<file path="config.mk">
export PLATFORM = sky130hd
export DESIGN_NAME = led_frame_scheduler
export DESIGN_NICKNAME = d
export VERILOG_FILES = /design/src/rtl/led_pkg.sv /design/src/rtl/led_rr_arb2.sv /design/src/rtl/led_frame_scheduler.sv
export SDC_FILE = /design/constraint.sdc
export NUM_CORES = 2
export LEC_CHECK = 0
export CELL_PAD_IN_SITES_DETAIL_PLACEMENT = 1
export CELL_PAD_IN_SITES_GLOBAL_PLACEMENT = 1
export CORE_MARGIN = 5
export CORE_UTILIZATION = 29
export DETAILED_ROUTE_END_ITERATION = 7
export PLACE_DENSITY = 0.68
export SYNTH_ARGS = -nofsm -noshare
export SYNTH_HDL_FRONTEND = slang
export SYNTH_SLANG_ARGS = --single-unit
</file>
<file path="constraint.sdc">
create_clock -name clk -period 4.9 [get_ports clk]
set_input_delay 0.735 -clock clk [delete_from_list [all_inputs] [get_ports clk]]
set_output_delay 0.735 -clock clk [all_outputs]
set_load 0.05 [all_outputs]
</file>
<file path="src/rtl/led_pkg.sv">
// Shared types and constants for the LED frame scheduler.
// Active/shadow frames are stored with the driver's bit numbering [193:2],
// so slot_lsb() returns the absolute LSB of a channel inside a chain word.
package led_pkg;

    localparam int GS_W         = 12;
    localparam int CH_PER_CHAIN = 16;
    localparam int N_CHAIN      = 4;
    localparam int FRAME_W      = GS_W * CH_PER_CHAIN;
    localparam int IDLE_TIMEOUT = 4096;
    localparam int TMR_W        = $clog2(IDLE_TIMEOUT);

    typedef enum logic [1:0] {
        IDLE  = 2'd0,
        WRITE = 2'd1,
        PEND  = 2'd2,
        SWAP  = 2'd3
    } sched_state_t;

    // Channel n of a chain sits at [12n+13 : 12n+2].
    function automatic logic [7:0] slot_lsb(input logic [3:0] chan);
        return 8'(chan) * 8'(GS_W) + 8'd2;
    endfunction

endpackage

</file>
<file path="src/rtl/led_rr_arb2.sv">
// Two-requester round-robin arbiter: one-hot grant, pointer flips on
// every accepted beat. Grant is purely combinational from valid/pointer/en.
module led_rr_arb2 (
    input  logic       clk,
    input  logic       rst_n,
    input  logic [1:0] i_valid,
    input  logic       i_en,
    output logic [1:0] o_grant
);

    logic r_ptr;

    // Grant: lone requester wins; on contention the pointer decides.
    always_comb begin
        o_grant = 2'b00;
        if (i_en) begin
            if (i_valid == 2'b11) o_grant = r_ptr ? 2'b10 : 2'b01;
            else                  o_grant = i_valid;
        end
    end

    // Pointer toggles after each accepted beat; reset favours req 0.
    always_ff @(posedge clk or negedge rst_n) begin
        if (!rst_n)        r_ptr <= 1'b0;
        else if (|o_grant) r_ptr <= ~r_ptr;
    end

endmodule

</file>
<file path="src/rtl/led_frame_scheduler.sv">
// TLC5940 frame scheduler: two requesters write 12-bit channels into a
// shadow frame; a "last" beat commits it and the driver's frame_sync copies
// it into the active frame, so the driver never sees a half-written frame.
// Optional build macro LED_SCHED_DIM_EN adds a dim[7:0] input and scales each
// stored value by (dim+1)/256 through one registered multiplier.
module led_frame_scheduler
    import led_pkg::*;
(
    input  logic         clk,
    input  logic         rst_n,
    input  logic [1:0]   req_valid,
    output logic [1:0]   req_ready,
    input  logic [3:0]   req_chain,
    input  logic [7:0]   req_chan,
    input  logic [23:0]  req_gs,
    input  logic [1:0]   req_last,
    input  logic         shadow_clr,
    input  logic         frame_sync,
`ifdef LED_SCHED_DIM_EN
    input  logic [7:0]   dim,
`endif
    output logic [193:2] data_register0,
    output logic [193:2] data_register1,
    output logic [193:2] data_register2,
    output logic [193:2] data_register3,
    output logic         commit_pending,
    output logic         swap_done,
    output logic         owner
);

    sched_state_t r_state, w_next;
    logic [TMR_W-1:0] r_idle_cnt;
    logic r_clr_def;
    logic r_owner;
    logic [N_CHAIN-1:0][FRAME_W+1:2] r_shadow;
    logic [N_CHAIN-1:0][FRAME_W+1:2] r_active;

    logic w_open, w_acc, w_sel, w_clr, w_wr, w_last;
    logic [1:0] w_grant, w_chain;
    logic [3:0] w_chan;
    logic [GS_W-1:0] w_gs;

    // Shadow write port (after optional scaling stage).
    logic w_sh_we;
    logic [1:0] w_sh_chain;
    logic [3:0] w_sh_chan;
    logic [GS_W-1:0] w_sh_gs;

    assign w_open = (r_state == IDLE) || (r_state == WRITE);

    led_rr_arb2 u_arb (
        .clk    (clk),
        .rst_n  (rst_n),
        .i_valid(req_valid),
        .i_en   (w_open),
        .o_grant(w_grant)
    );

    assign req_ready = w_grant;
    assign w_acc     = |w_grant;
    assign w_sel     = w_grant[1];
    assign w_chain   = w_sel ? req_chain[3:2]  : req_chain[1:0];
    assign w_chan    = w_sel ? req_chan[7:4]   : req_chan[3:0];
    assign w_gs      = w_sel ? req_gs[23:12]   : req_gs[11:0];
    assign w_last    = w_sel ? req_last[1]     : req_last[0];

    // A clear (fresh or deferred from PEND/SWAP) only takes effect while the
    // frame is open; beats accepted in the clearing cycle are dropped.
    assign w_clr = w_open & (shadow_clr | r_clr_def);
    assign w_wr  = w_acc & ~w_clr;

`ifdef LED_SCHED_DIM_EN
    logic r_p_vld;
    logic [1:0] r_p_chain;
    logic [3:0] r_p_chan;
    logic [19:0] r_p_prod;
    logic [8:0] w_dim_p1;

    assign w_dim_p1 = {1'b0, dim} + 9'd1;

    // Scaling stage: register gs*(dim+1); 4095*256 fits in 20 bits.
    always_ff @(posedge clk or negedge rst_n) begin
        if (!rst_n) begin
            r_p_vld   <= 1'b0;
            r_p_chain <= '0;
            r_p_chan  <= '0;
            r_p_prod  <= '0;
        end else begin
            r_p_vld   <= w_wr;
            r_p_chain <= w_chain;
            r_p_chan  <= w_chan;
            r_p_prod  <= 20'(w_gs) * 20'(w_dim_p1);
        end
    end

    assign w_sh_we    = r_p_vld;
    assign w_sh_chain = r_p_chain;
    assign w_sh_chan  = r_p_chan;
    assign w_sh_gs    = 12'(r_p_prod >> 8);
`else
    assign w_sh_we    = w_wr;
    assign w_sh_chain = w_chain;
    assign w_sh_chan  = w_chan;
    assign w_sh_gs    = w_gs;
`endif

    // Shadow frame: clear wins over any write landing in the same cycle.
    always_ff @(posedge clk or negedge rst_n) begin
        if (!rst_n)       r_shadow <= '0;
        else if (w_clr)   r_shadow <= '0;
        else if (w_sh_we) r_shadow[w_sh_chain][slot_lsb(w_sh_chan) +: GS_W] <= w_sh_gs;
    end

    // Active frame only changes at the end of SWAP.
    always_ff @(posedge clk or negedge rst_n) begin
        if (!rst_n)                r_active <= '0;
        else if (r_state == SWAP)  r_active <= r_shadow;
    end

    // Remember a clear requested while the frame is locked.
    always_ff @(posedge clk or negedge rst_n) begin
        if (!rst_n)                      r_clr_def <= 1'b0;
        else if (w_clr)                  r_clr_def <= 1'b0;
        else if (shadow_clr && !w_open)  r_clr_def <= 1'b1;
    end

    // Owner follows the most recently accepted beat, dropped or not.
    always_ff @(posedge clk or negedge rst_n) begin
        if (!rst_n)     r_owner <= 1'b0;
        else if (w_acc) r_owner <= w_sel;
    end

    // Idle timer: counts quiet cycles spent in WRITE.
    always_ff @(posedge clk or negedge rst_n) begin
        if (!rst_n)                         r_idle_cnt <= '0;
        else if (r_state != WRITE || w_acc) r_idle_cnt <= '0;
        else                                r_idle_cnt <= r_idle_cnt + TMR_W'(1);
    end

    // State register.
    always_ff @(posedge clk or negedge rst_n) begin
        if (!rst_n) r_state <= IDLE;
        else        r_state <= w_next;
    end

    // Next state: a kept "last" beat commits; frame_sync only acts in PEND.
    always_comb begin
        w_next = r_state;
        case (r_state)
            IDLE:  if (w_acc) w_next = (w_wr && w_last) ? PEND : WRITE;
            WRITE: begin
                if (w_wr && w_last)
                    w_next = PEND;
                else if (!w_acc && r_idle_cnt == TMR_W'(IDLE_TIMEOUT - 1))
                    w_next = IDLE;
            end
            PEND:  if (frame_sync) w_next = SWAP;
            SWAP:  w_next = IDLE;
            default: w_next = IDLE;
        endcase
    end

    assign commit_pending = (r_state == PEND);
    assign swap_done      = (r_state == SWAP);
    assign owner          = r_owner;
    assign data_register0 = r_active[0];
    assign data_register1 = r_active[1];
    assign data_register2 = r_active[2];
    assign data_register3 = r_active[3];

endmodule

</file>
# Word-level counts from Yosys, hierarchy flattened
# Cells that the tools add are included.
[word_totals]
regBits = 1553
input_bits = 44
output_inout_bits = 773
[classes]
n_reduce_logical = 13
n_eq_ne = 9
n_mul = 1
bitwise_logic = 5
addsub = 3
n_mux = 21
n_lt_le_gt_ge = 2
n_shift = 2
[op_table]
columns = ["operator", "count"]
rows = [
  ["768-bit two-way mux", 2],
  ["768-bit bitwise mux", 1],
  ["192-bit demux with 2-bit select", 1],
  ["12-bit by 10-bit variable shift with 194-bit output, first input constant", 1],
  ["12-bit by 10-bit variable part select with 194-bit output", 1],
  ["192-bit two-way mux", 1],
  ["12-bit two-way mux", 2],
  ["2-bit two-way mux", 9],
  ["12-bit by 1-bit adder with 12-bit output, second input constant", 1],
  ["12-bit == test, second input constant", 1],
  ["8-bit negation with 10-bit output", 1],
  ["8-bit by 2-bit adder with 8-bit output, second input constant", 1],
  ["2-bit case mux with 4 select lines", 1],
  ["2-bit == test, second input constant", 3],
  ["4-bit by 2-bit multiplier with 6-bit output, second input constant", 1],
  ["1-bit logical AND", 4],
  ["4-bit two-way mux", 1],
  ["2-bit != test, second input constant", 2],
  ["2-bit nonzero test", 2],
  ["2-bit by 3-bit < comparator with 1-bit output, second input constant", 1],
  ["1-bit two-way mux", 3],
  ["3-bit by 1-bit != test with 1-bit output, second input constant", 1],
  ["3-bit AND reduction", 1],
  ["1-bit AND", 2],
  ["9 further kinds", 12],
]

# Depth between registers and ports, before layout
[depth]
word_depth = 13
depth_mapped = 19
ltp_nobuf = 14

# By module
# From an unflattened synthesis, not the netlist that was laid out.
[unflattened]
cells_unflattened = 6656
area_unflattened_um2 = 64514.4
[by_module_without_submodules]
columns = ["module", "cells_each", "seq_area_each_um2", "n_inst", "area_per_inst_um2"]
rows = [
  ["led_frame_scheduler", 6648, 38837.2, 1, 64450.6],
  ["led_rr_arb2", 8, 25.0, 1, 63.8],
]

# Worst setup path before layout
# OpenSTA, ideal clock, no wires.
[synth_path]
path_type = "input to register"
startpoint = "input req_chan[4]"
endpoint = "register r_shadow[571] (netlist bit)"
cell_stages = 15
n_path_buf = 5
slack_ns = 0.679
t_required_ns = 4.775
arrival_ns = 4.096
path_cell_list = "clkbuf_1 and3_1 clkbuf_1 nor2_4 inv_2 buf_6 ha_1 inv_1 fa_1 buf_2 xor2_1 buf_2 nor4_1 a31oi_1 a2bb2o_1"
[synth_via]
elab_chain_len = 10
elab_cells_between_ends = 11
[synth_rtl]
columns = ["item", "line_no", "source"]
rows = [
  ["from (decl)", "led_frame_scheduler.sv:14", "input logic [7:0] req_chan,"],
  ["4-bit two-way mux (*)", "led_frame_scheduler.sv:63", "assign w_chan = w_sel ? req_chan[7:4] : req_chan[3:0];"],
  ["4-bit by 2-bit multiplier with 6-bit output (*)", "led_pkg.sv:22", "return 8'(chan) * 8'(GS_W) + 8'd2;"],
  ["8-bit by 2-bit adder with 8-bit output (*)", "led_pkg.sv:22", ""],
  ["8-bit negation with 10-bit output (*)", "led_frame_scheduler.sv:111", "else if (w_sh_we) r_shadow[w_sh_chain][slot_lsb(w_sh_chan) +: GS_W] <= w_sh_gs;"],
  ["12-bit by 10-bit variable shift with 194-bit output", "led_frame_scheduler.sv:111", ""],
  ["192-bit two-way mux (not written as such)", "led_frame_scheduler.sv:111", ""],
  ["192-bit demux with 2-bit select", "led_frame_scheduler.sv:111", ""],
  ["768-bit bitwise mux (*)", "led_frame_scheduler.sv:111", ""],
  ["768-bit two-way mux (*)", "led_frame_scheduler.sv:111", ""],
  ["768-bit two-way mux (*)", "led_frame_scheduler.sv:110", "else if (w_clr) r_shadow <= '0;"],
  ["to (signal, indexed assignment)", "led_frame_scheduler.sv:111", ""],
  ["to (decl)", "led_frame_scheduler.sv:35", "logic [N_CHAIN-1:0][FRAME_W+1:2] r_shadow;"],
]
# Mark *: on every way between the ends. The rest lies on a longest branch, timed or not. The select of a mux whose other input is x is not followed.
# A chain may end at the register's enable or synchronous reset.

# Worst setup path after layout
[layout_path]
startpoint = "input req_valid[1]"
endpoint = "register r_shadow[647] (netlist bit)"
[layout_via]
elab_chain_len = 13
elab_cells_between_ends = 22
[layout_rtl]
columns = ["item", "line_no", "source"]
rows = [
  ["from (decl)", "led_frame_scheduler.sv:11", "input logic [1:0] req_valid,"],
  ["2-bit == test", "led_rr_arb2.sv:17", "if (i_valid == 2'b11) o_grant = r_ptr ? 2'b10 : 2'b01;"],
  ["2-bit two-way mux (*)", "led_rr_arb2.sv:17", ""],
  ["2-bit two-way mux (*)", "led_rr_arb2.sv:16", "if (i_en) begin"],
  ["4-bit two-way mux", "led_frame_scheduler.sv:63", ""],
  ["4-bit by 2-bit multiplier with 6-bit output", "led_pkg.sv:22", ""],
  ["8-bit by 2-bit adder with 8-bit output", "led_pkg.sv:22", ""],
  ["8-bit negation with 10-bit output", "led_frame_scheduler.sv:111", ""],
  ["12-bit by 10-bit variable shift with 194-bit output", "led_frame_scheduler.sv:111", ""],
  ["192-bit two-way mux (not written as such)", "led_frame_scheduler.sv:111", ""],
  ["192-bit demux with 2-bit select", "led_frame_scheduler.sv:111", ""],
  ["768-bit bitwise mux", "led_frame_scheduler.sv:111", ""],
  ["768-bit two-way mux", "led_frame_scheduler.sv:111", ""],
  ["768-bit two-way mux", "led_frame_scheduler.sv:110", ""],
]
# Marks and branches as above.

==> flow_summary_export.csv <==
group,metric,value,unit
routing,antenna_left,0,
die,floorplan.die_area,222000,µm²
die,pin_count,817,
synth,synth_top_area_share,63.1,%
die,chipHeight,471,µm
timing,rsz_0062_raised_after_global_routing,"no",
timing,final_critical_delay_including_setup_and_external_delays,4.39,ns
job,timing.max_cap.violations,0,
cells_and_area,drive_above_1_share,10.3,%
clock_network,tritoncts_clock_tree,"done",
timing,final_count_of_hold_timing_violations,0,
routing,drt_iter0_drc,4458,
timing,setup-tns-final,0,ns
setup_path,worst_setup_endpoint,"r_shadow[647]",
pwr,p_total,36200,µW
routing,detailroute.via_count,52302,
synth,netlist_instances,5959,
die,placement_rows,169,
routing,route.detailed.wl_per_inst,28.2,µm
setup_path,timing.reg2reg.worst_path_depth,14,
synth,syn_nets,6014,
timing,clock_skew,0.0588,ns
cells_and_area,syn_to_final_growth,31.6,%
setup_path,reg_to_reg_setup_timing_slack,0.54,ns
setup_path,worstSetupEndpointType,"flip-flop",
clock_network,path_clk_slew,0.06,ns
routing,wl,275000,µm
global_routing,grt_first_pass_wirelength,396000,µm
global_routing,number_of_antenna_violations_at_the_first_check_in_global_routing,35,
synth,main_area_contributors_after_synthesis,"dfrtp_1 (63%), nand2_1 (15%), a32o_1 (8.8%)",
timing,finalMaxSlewViolations,0,
setup_path,worst_setup_path_start_kind,"input pin",
synth,synthesis.area,61600,µm²
min_path,hold_class,"flip-flop to flip-flop",
place,portBuffers,816,
cells_and_area,final_net_count,6831,
pwr,power_density,446,nW/µm²
cells_and_area,layout_filler_cell_count,23210,
timing,maxClockFrequency,0.228,GHz
place,dp_worst_setup_slack,-0.0990,ns
pwr,power.leakage,0.0382,µW
die,fp.dieW,471,µm
synth,synth-main-ff-cell,"dfrtp_1",
setup_path,critical_path.max_fanout,9,
setup_path,timing_worst_setup_path_type,"input pin to flip-flop",
synth,proportion_of_synthesized_flip_flops_having_asynchronous_set_or_reset,100,%
timing,timing.final.ws_setup,0.512,ns
place,half_perimeter_wire_length_after_detailed_placement,192000,µm
routing,via_per_inst,5.36,
global_routing,gr-usage-all-layers,24.1,%
routing,remaining_drc_errors,0,
die,core_region,212000,µm²
timing,report.final.setup_viol,0,
clock_network,numCtsBuffers,172,
run_status,run_status,"complete, no violations",
setup_path,rr_startpoint,"r_state[1]",
clock_network,clock-root-buffer,"clkbuf_16",
synth,synth-seq-cells,1553,
setup_path,timing.critical_path.arrival,5.08,ns
setup_path,worstPathRequired,5.59,ns
synth,synth.yosys.warnings,0,
setup_path,worstReg2RegEnd,"r_shadow[647]",
synth,synth_enable_flop_cells,0,
synth,syn_avg_cell_area,10.3,µm²
clock_network,clock_insertion_delay_worst_skew,0.85,ns
global_routing,pin_count_of_the_biggest_net_entering_global_routing,210,
clock_network,clockBufferDepth,3,
place,globalplace.congestion,0.891,
timing,tightestPinTransition,1.36,ns
timing,timing.slew.headroom,9.63,%
global_routing,grt_pass1_vias,54597,
synth,synth.yosys.seq_area_share,63.1,%
die,initial_core_util,29.1,%
pwr,vdd_ir_max,0.000376,V
setup_path,cp-startpoint,"req_valid[1]",
clock_network,tritoncts_num_sinks,1553,
routing,drtPass1Iterations,7,
timing,timing.hold.ws,0.443,ns
timing,layout_worst_path_cycle_share,89.5,%
global_routing,grt.overflow.total,0,
synth,synth.largest_area_cell,"dfrtp_1",
synth,synth.lib_cells_used.distinct,79,
clock_network,maximum_level_of_the_cts_h_tree,4,
## metrics by stage
stage / area [µm²] / std cells / util, %
2_1_floorplan: 61600 / 5959 / -
3_3_place_gp: 75200 / 9422 / 35.6
3_5_place_dp: 75200 / 9422 / 35.6
4_1_cts: 81000 / 9734 / 38.3
5_1_grt: 81100 / 9754 / 38.3
6_report: 81100 / 9763 / 38.3
## cell usage after synthesis (all sizes together), types with 14 or more instances
master,number
o311ai,28
o2bb2ai,22
nand2,2528
a21oi,75
dfrtp,1553
o32ai,24
and3,16
a2bb2o,14
nor2,75
a32o,540
clkbuf,328
nor3,51
nand3,18
a31oi,111
mux2i,18
o22ai,133
nor4,22
o21ai,79
buf,144
## layout by cell type, fill, tap and decap left out, types with 39 or more instances in the layout
cell type	count
o22ai_1	129
o21ai_0	53
clkdlybuf4s50_1	814
a21oi_1	60
a32o_1	540
nor2_1	42
nand2_1	2527
buf_12	90
clkbuf_8	39
a31oi_1	111
buf_4	209
clkbuf_16	175
dfrtp_1	1553
## where the power goes
group	leakage (µW)	switching, µW	internal [µW]	total (µW)
Combinational	0.0137	7440	2310	9750
Clock	0.00282	5630	7520	13200
Sequential	0.0217	212	13100	13300
## repair_timing
action                                  4_1_cts  5_1_grt
endpoints found under the setup margin        0        0
resized for setup                             0        0
buffers inserted                              0        0
hold endpoints to repair                     91        0
hold buffers                                  1        0
## worst min path at each step
stage | from | to | cells past startpoint
after CTS | r_shadow[155] | data_register0[157] | 2
after global placement | r_shadow[59] | data_register0[61] | 2
after detailed placement | r_shadow[574] | data_register2[192] | 2
final | r_shadow[155] | data_register0[157] | 2
after global routing | r_shadow[625] | data_register3[51] | 2
after floorplan | r_shadow[184] | data_register0[186] | 2
## sequential cells by signal, indices dropped and copies added, names as in the netlist
name,cells
r_clr_def,1
data_register3,192
u_arb.r_ptr,1
data_register1,192
data_register2,192
r_idle_cnt,12
r_shadow,768
owner,1
r_state,2
data_register0,192
## per-layer routing
metal	global-route usage (%)	wire, µm	vias up
met5	0	47	-
met4	12.4	15700	6
met3	5.71	18700	515
met2	37.1	123000	1870
met1	31.6	117000	27567
li1	-	-	22344
## cells by family after synthesis
group                      after synthesis  share of synthesized area [%]
buffers and inverters                  483                           3.26
DFF                                   1553                           63.1
muxes                                   27                          0.469
adders and majority gates               11                          0.236
xor gates and xnor gates                13                          0.197
AOI/OAI and AO/OA                     1122                           15.3
and+or+nand+nor                       2750                           17.5
## critical path: stages
cell             delay [ns]
clkdlybuf4s50_1        0.62
nor2b_2                0.38
nand2_1                0.19
inv_2                  0.14
nand2_1                0.07
nand2_1                0.10
ha_2                   0.19
inv_1                  0.06
fa_1                   0.46
and2_1                 0.19
nor2_1                 0.48
or3_1                  0.48
nor4_1                 0.10
o221ai_1               0.64
o22ai_1                0.21
## cell type report
| class | count | area (µm²) | area share (%) |
|---|---|---|---|
| inverters | 11 | 48.8 | 0.0602 |
| well taps | 2821 | 3530 | 4.35 |
| diodes | 29 | 72.6 | 0.0895 |
| repair buffers | 1115 | 11600 | 14.3 |
| flip-flops and latches | 1553 | 38900 | 47.9 |
| clock inverters | 59 | 687 | 0.847 |
| multi-input cells | 3923 | 21300 | 26.2 |
| clock buffers | 252 | 5060 | 6.24 |
Power figures use the tool's default switching activity.
